===== config.mk =====
export PLATFORM = sky130hd
export DESIGN_NAME = icache_direct
export DESIGN_NICKNAME = d
export VERILOG_FILES = /design/src/rtl/icache_direct.sv
export SDC_FILE = /design/constraint.sdc
export NUM_CORES = 1
export LEC_CHECK = 0
export CAP_MARGIN = 20
export CORE_MARGIN = 1.5
export CORE_UTILIZATION = 35
export CTS_CLUSTER_SIZE = 24
export DETAILED_ROUTE_END_ITERATION = 8
export MAX_ROUTING_LAYER = met4
export SYNTH_ARGS = -nofsm -noshare
export SYNTH_HDL_FRONTEND = slang
export SYNTH_SLANG_ARGS = --single-unit

===== constraint.sdc =====
create_clock -name CLK -period 6.3 [get_ports CLK]
set_input_delay 0.945 -clock CLK [delete_from_list [all_inputs] [get_ports CLK]]
set_output_delay 0.945 -clock CLK [all_outputs]
set_load 0.02 [all_outputs]

===== src/rtl/icache_direct.sv =====
// Direct-mapped instruction cache, one word per frame. Hits answer in the request
// cycle; misses run a blocking fill from the memory controller.
module icache_direct #(
  parameter int unsigned SETS = 16
) (
  input  logic        CLK,
  input  logic        RST,
  input  logic        imemREN,
  input  logic [31:0] imemaddr,
  output logic        ihit,
  output logic [31:0] imemload,
  output logic        iREN,
  output logic [31:0] iaddr,
  input  logic        iwait,
  input  logic [31:0] iload,
  output logic [31:0] miss_count
);

  localparam int unsigned IDX  = $clog2(SETS);
  localparam int unsigned TAGW = 30 - IDX;

  typedef enum logic {StIdle, StFill} state_t;

  state_t            state_q, state_d;
  logic [31:0]       miss_addr_q, miss_addr_d;
  logic [31:0]       miss_count_q, miss_count_d;
  logic [SETS-1:0]   valid_q;
  logic [TAGW-1:0]   tag_q  [SETS];
  logic [31:0]       data_q [SETS];

  logic [IDX-1:0]    req_idx, fill_idx;
  logic [TAGW-1:0]   req_tag;
  logic              lookup_hit;
  logic              fill_we;

  assign req_idx  = imemaddr[IDX+1:2];
  assign req_tag  = imemaddr[31:IDX+2];
  assign fill_idx = miss_addr_q[IDX+1:2];

  // Lookup is gated by the state so a fill and a hit can never share a cycle.
  assign lookup_hit = (state_q == StIdle) & imemREN & valid_q[req_idx] &
                      (tag_q[req_idx] == req_tag);

  always_comb begin
    state_d      = state_q;
    miss_addr_d  = miss_addr_q;
    miss_count_d = miss_count_q;
    fill_we      = 1'b0;
    ihit         = 1'b0;
    imemload     = 32'h0;
    iREN         = 1'b0;
    iaddr        = 32'h0;
    unique case (state_q)
      StIdle: begin
        if (lookup_hit) begin
          ihit     = 1'b1;
          imemload = data_q[req_idx];
        end else if (imemREN) begin
          miss_addr_d = {imemaddr[31:2], 2'b00};
          if (miss_count_q != 32'hFFFF_FFFF) begin
            miss_count_d = miss_count_q + 32'd1;
          end
          state_d = StFill;
        end
      end
      StFill: begin
        iREN  = 1'b1;
        iaddr = miss_addr_q;
        if (!iwait) begin
          fill_we = 1'b1;
          state_d = StIdle;
        end
      end
      default: state_d = StIdle;
    endcase
  end

  always_ff @(posedge CLK or posedge RST) begin
    if (RST) begin
      state_q      <= StIdle;
      miss_addr_q  <= 32'h0;
      miss_count_q <= 32'h0;
      valid_q      <= '0;
    end else begin
      state_q      <= state_d;
      miss_addr_q  <= miss_addr_d;
      miss_count_q <= miss_count_d;
      if (fill_we) begin
        valid_q[fill_idx] <= 1'b1;
      end
    end
  end

  // Tag and data need no reset: valid qualifies them.
  always_ff @(posedge CLK) begin
    if (fill_we) begin
      tag_q[fill_idx]  <= miss_addr_q[31:IDX+2];
      data_q[fill_idx] <= iload;
    end
  end

  assign miss_count = miss_count_q;

endmodule


After elaboration in Yosys (flattened, before gate mapping). Memories as Yosys holds them, arrays and structs flattened. Cells that the tools add are included.

Bits in registers: 79. Memory bits (writable): 928. Bits of input ports: 68. Logic and storage cells: 39. Memories kept: 2.

Memories: data_q (words 16, bits a word 32, rd ports 1, clocked after memory_dff 0, wr ports 1, RTL line 29) `logic [31:0] data_q [SETS];`; tag_q (words 16, bits a word 26, rd ports 1, clocked after memory_dff 0, wr ports 1, RTL line 28) `logic [TAGW-1:0] tag_q [SETS];`.

Add/sub/neg operators: 1. Magnitude comparators: 3. Eq/ne operators: 2. Multiplexer cells: 18. Bitwise operators: 6. Reduce and logical (&&, ||, !) cells: 3.

Operator list (count): 32-bit 2-to-1 mux (3); 32-bit by 1-bit adder with 32-bit output (second input constant) (1); 32-bit inequality test (second input constant) (1); 26-bit == test (1); 16-bit OR (1); 1-bit 2-to-1 mux (12); 4-bit by 5-bit less-than comparator with 1-bit output (second input constant) (2); 1-bit binary-select mux with 4-bit select (1); 1-bit demux with 4-bit select (1); 4-bit by 1-bit >= comparator with 1-bit output (second input constant) (1); 4-bit AND reduction (1); 1-bit bitwise AND (3); 3-bit AND reduction (1); 1-bit NOT (2); 1-bit case mux with 2 select lines (1); 1-bit logical AND (1).

Longest topological paths before layout.
Depth in word-level cells: 6. Mapped depth: 16. Gate-level depth less buffers: 9.

Worst setup path before layout. OpenSTA, ideal clock, no wires.

Path kind: input-to-reg. From: input iwait. To: register valid_q[0]. Setup time: 89 ps. Data arrival time: 5663 ps. Required time: 6211 ps. Slack: 548 ps. Stages: 4. Cell sequence: nor2_1 -> nand3b_1 -> nor3_1 -> or2_2.

Longest elaborated chain between the ends: 2.

Ends and longest elaborated chain: start: declaration (RTL line 14) `input logic iwait,`; 1-bit 2-to-1 mux (RTL line 69) `if (!iwait) begin`; 1-bit 2-to-1 mux (RTL line 53) `unique case (state_q)`; end signal: assignment (RTL line 83) `valid_q <= '0;`; end signal: indexed assignment (RTL line 89) `valid_q[fill_idx] <= 1'b1;`; end: declaration (RTL line 27) `logic [SETS-1:0] valid_q;`.

Every way passes these cells. A chain may end at the register's enable or synchronous reset.

Final worst setup path.
From: input imemaddr[2]. To: output imemload[15].

Longest elaborated chain between the ends: 6. Elaborated cells between the ends (all ways): 9.

Ends and longest elaborated chain: start: declaration (RTL line 9) `input logic [31:0] imemaddr,`; branches (longest 4 deep; another with memory read 16 x 26 bit); 32-bit 2-to-1 mux (*) (RTL line 55) `if (lookup_hit) begin`; 32-bit 2-to-1 mux (*) (RTL line 53); end: declaration (RTL line 11) `output logic [31:0] imemload,`.

Every way passes the cells marked *. The select of a mux whose other input is x is not followed.

==> key figures <==
Status
  • Status: completed

Power and ir drop
  • Gate power share: 7.9%
  • Pleak: ~15 nW
  • P_sw: 3.42 mW
  • Power per cell area: ~320 nW/µm²
  • Sequential share of power: between 50 and 60%
  • Switching Share: between 20% and 30%
  • Maximum VDD drop: ~0.00023 V
  • Clock power share: between 30 and 40%
  • Int Power: ~12 mW
  • Pwr Total: ~15 mW

Floorplanning
  • Die ar.: around 120000 µm²
  • Starting Density: between 30% and 40%
  • Die Span X: 339 µm
  • Core ar.: around 110000 µm²
  • Die Height: roughly 340 µm
  • I/O pins: between 150 and 200
  • Core Rows: 123

Setup path
  • Worst reg2reg path depth: 10
  • Slowest cell delay on critical path: roughly 630 ps
  • Worst Path Required: 5350 ps
  • Critical path endpoint category: primary output
  • R2r startpoint: tag_q[12][2]$_DFFE_PP_
  • Crit path kind: in2out
  • Worst path buffer plus inverter count: 4
  • FF-to-FF setup slack: between 2000 and 2500 ps
  • CP Launch Type: input port
  • Worst path arrival time: roughly 5000 ps
  • Max FO, Critical Path: 38
  • R2r endpoint: miss_addr_q[22]$_DFFE_PP0P_
  • Critical-path top delay cell: clkdlybuf4s50_1
  • Critical path's top delay family: buffers and inverters
  • Cell Chain, Critical Path: buf_8 > buf_4 > mux4_2 > mux2i_1 > xnor2_1 > o32a_1 > a211oi_2 > nand3_4 > buf_12 > nor2b_1 > clkdlybuf4s50_1

Global routing
  • Vias in the first global route: between 15000 and 20000
  • Total GRT Usage: approximately 17%
  • Largest net degree at the start of global routing: 109
  • GRT Residual Overflow: 0
  • First-pass GRT wire length: 139000 µm
  • Initial antenna violation count: 12

Timing
  • Min Tclk post-route: roughly 6000 ps
  • Endpoints failing hold: 0
  • Setup TNS: 0 ps
  • RSZ-0062 raised after global routing: false
  • Fin Hold WS: approximately 460 ps
  • Period Utilization, post-route: 94.6%
  • Worst-Margin Slew: 1080 ps
  • Final Setup Violations: 0
  • Max-slew headroom: 27.6%
  • PnR worst setup slack: ~340 ps
  • Maximum clock frequency: around 170 MHz
  • Pins Over Slew Limit: 0
  • Clock skew: roughly 33 ps

Finish
  • # nets final: roughly 2100
  • Layout Area Growth over Synthesis: 17.7%
  • Final std cells w/o fill: roughly 3600
  • Layout cells sized above 1: between 20 and 30%
  • Most common cell after layout, fill and taps aside: edfxtp_1
  • Most frequent cells in the layout: edfxtp_1 (928), mux4_2 (261), clkdlybuf4s50_1 (157)

Routing
  • Initial detailed-routing violation count: about 1600
  • DRC viols: 0
  • Vias after detailed routing: 19000
  • Wire per inst: 26.2 µm
  • ANT nets after route: 0
  • DR vias/cell: about 5.2
  • Drt first pass iters: 7
  • Post-Route WL: 95600 µm

CTS
  • Hold buffer count at cts: 0
  • # resized after CTS: 0
  • CTS H-tree lvls: 3
  • CTS buffer count: about 100
  • Clock tree buffer depth: 3
  • Postcts setup bufs: 0
  • Root Driver: clkbuf_16
  • Worst-path clk slew: ~60 ps
  • Clock Latency Late Sink: around 670 ps
  • Total clock sinks: between 1000 and 1500
  • CTS tree: built

Yosys
  • Yosys top cell by area: edfxtp_1
  • Number of synthesized flops with an enable pin: roughly 930
  • Asr flop ratio synth: 7.85%
  • Count of cell types in the netlist: 56
  • Mapped Area: a little under 40000 µm²
  • Top cells by area, synth: edfxtp_1 (70%), mux4_2 (15%), dfrtp_1 (5.0%), mux2i_1 (1.5%), xnor2_1 (1.2%)
  • Post-synth top area share: a little over two thirds
  • Syn Area/Cell: about 22 µm²
  • Synth Instances: about 1800
  • Yosys reg bits: 1007
  • Yosys warns: 0
  • Seq/Total Area, Yosys: 75.4%
  • Top FF cell, synth: edfxtp_1

Placement
  • Pre-CTS setup slack: around 220 ps
  • Dpl cells: 3451
  • DP Wirelength: roughly 53000 µm
  • Final Wtd Congestion: 0.780
  • Number of port buffers: around 160

Worst hold path
  • Min-delay src: valid_q[4]$_DFFE_PP0P_
  • Hold Crit Endpoint: valid_q[4]$_DFFE_PP0P_
  • Worst hold path type: reg2reg
  • Hold Path Depth: 1

Run
  • Maxcap violations: 0
[registers in the layout, summed over array words and instances (netlist names)]
signal / count
valid_q: 16
data_q: 512
tag_q: 416
miss_addr_q: 30
state_q: 1
miss_count: 32
[final cells by class]
type,count,area (µm²)
inverters,13,52.6
diodes,10,25.0
fillers,9787,65800
clock buffers,129,2760
flip-flops and latches,1007,29800
well taps,1500,1880
clock inverters,57,522
repair buffers,221,2160
multi-input cells,710,9350
[cells by family after synthesis]
group	Yosys count	share of synthesized area (%)
buf+inv	107	1.30
flops	1007	75.4
compound gates	44	0.784
xor+xnor	73	1.61
other cells	1	0.00947
mux	362	17.5
simple gates	228	3.37
fa+ha+maj	1	0.0316
[worst max-delay path by stage]
stage / start / endpoint / slack, ps / cells after the start
finish: imemaddr[2] / imemload[15] / 340 / 11
global route: imemaddr[2] / imemload[2] / 90 / 11
CTS: imemaddr[2] / imemload[15] / 200 / 11
detailed placement: imemaddr[2] / imemload[15] / 220 / 11
global placement: imemaddr[2] / imemload[8] / 280 / 11
floorplan: iwait / valid_q[0]$_DFFE_PP0P_ / 550 / 4
[power groups by stage]
stage | clock, mW | sequential [mW] | combinational, mW
floorplan | 0 | 8.05 | 0.698
global placement | 0 | 8.10 | 1.19
detailed placement | 0 | 8.13 | 1.21
CTS | 6.00 | 7.99 | 1.21
global route | 6.27 | 8.04 | 1.27
finish | 5.89 | 7.99 | 1.18
[metrics by stage]
step | area (µm²) | util (%)
6_report | 46600 | 41.5
5_1_grt | 46600 | 41.5
4_1_cts | 46600 | 41.4
3_5_place_dp | 43300 | 38.5
3_3_place_gp | 43300 | 38.5
2_1_floorplan | 39600 | -
[synthesized netlist by cell type (3+ instances only)]
cell type,n
a21oi_1,7
a22oi_1,6
a31oi_1,3
a32oi_1,3
and2_1,33
and3_1,21
buf_1,20
buf_2,23
buf_4,10
buf_6,6
clkbuf_1,35
dfrtp_1,79
edfxtp_1,928
inv_1,10
inv_2,3
mux2_1,20
mux2_2,22
mux2i_1,59
mux4_2,261
nand2_1,19
nand2b_1,7
nand3_1,32
nand4_1,16
nor2_1,22
nor2b_1,38
nor3_1,8
o211ai_1,5
o21ai_0,8
or2_2,16
xnor2_1,56
xor2_1,17
[per-layer routing]
| layer | GRT usage, % | up-vias | wire (µm) |
|---|---|---|---|
| met3 | 3.35 | 111 | 6230 |
| li1 | - | 8004 | - |
| met2 | 26.5 | 625 | 46200 |
| met4 | 3.59 | 0 | 1560 |
| met5 | - | - | 0 |
| met1 | 23.4 | 10200 | 41600 |
Power figures use the tool's default switching activity.
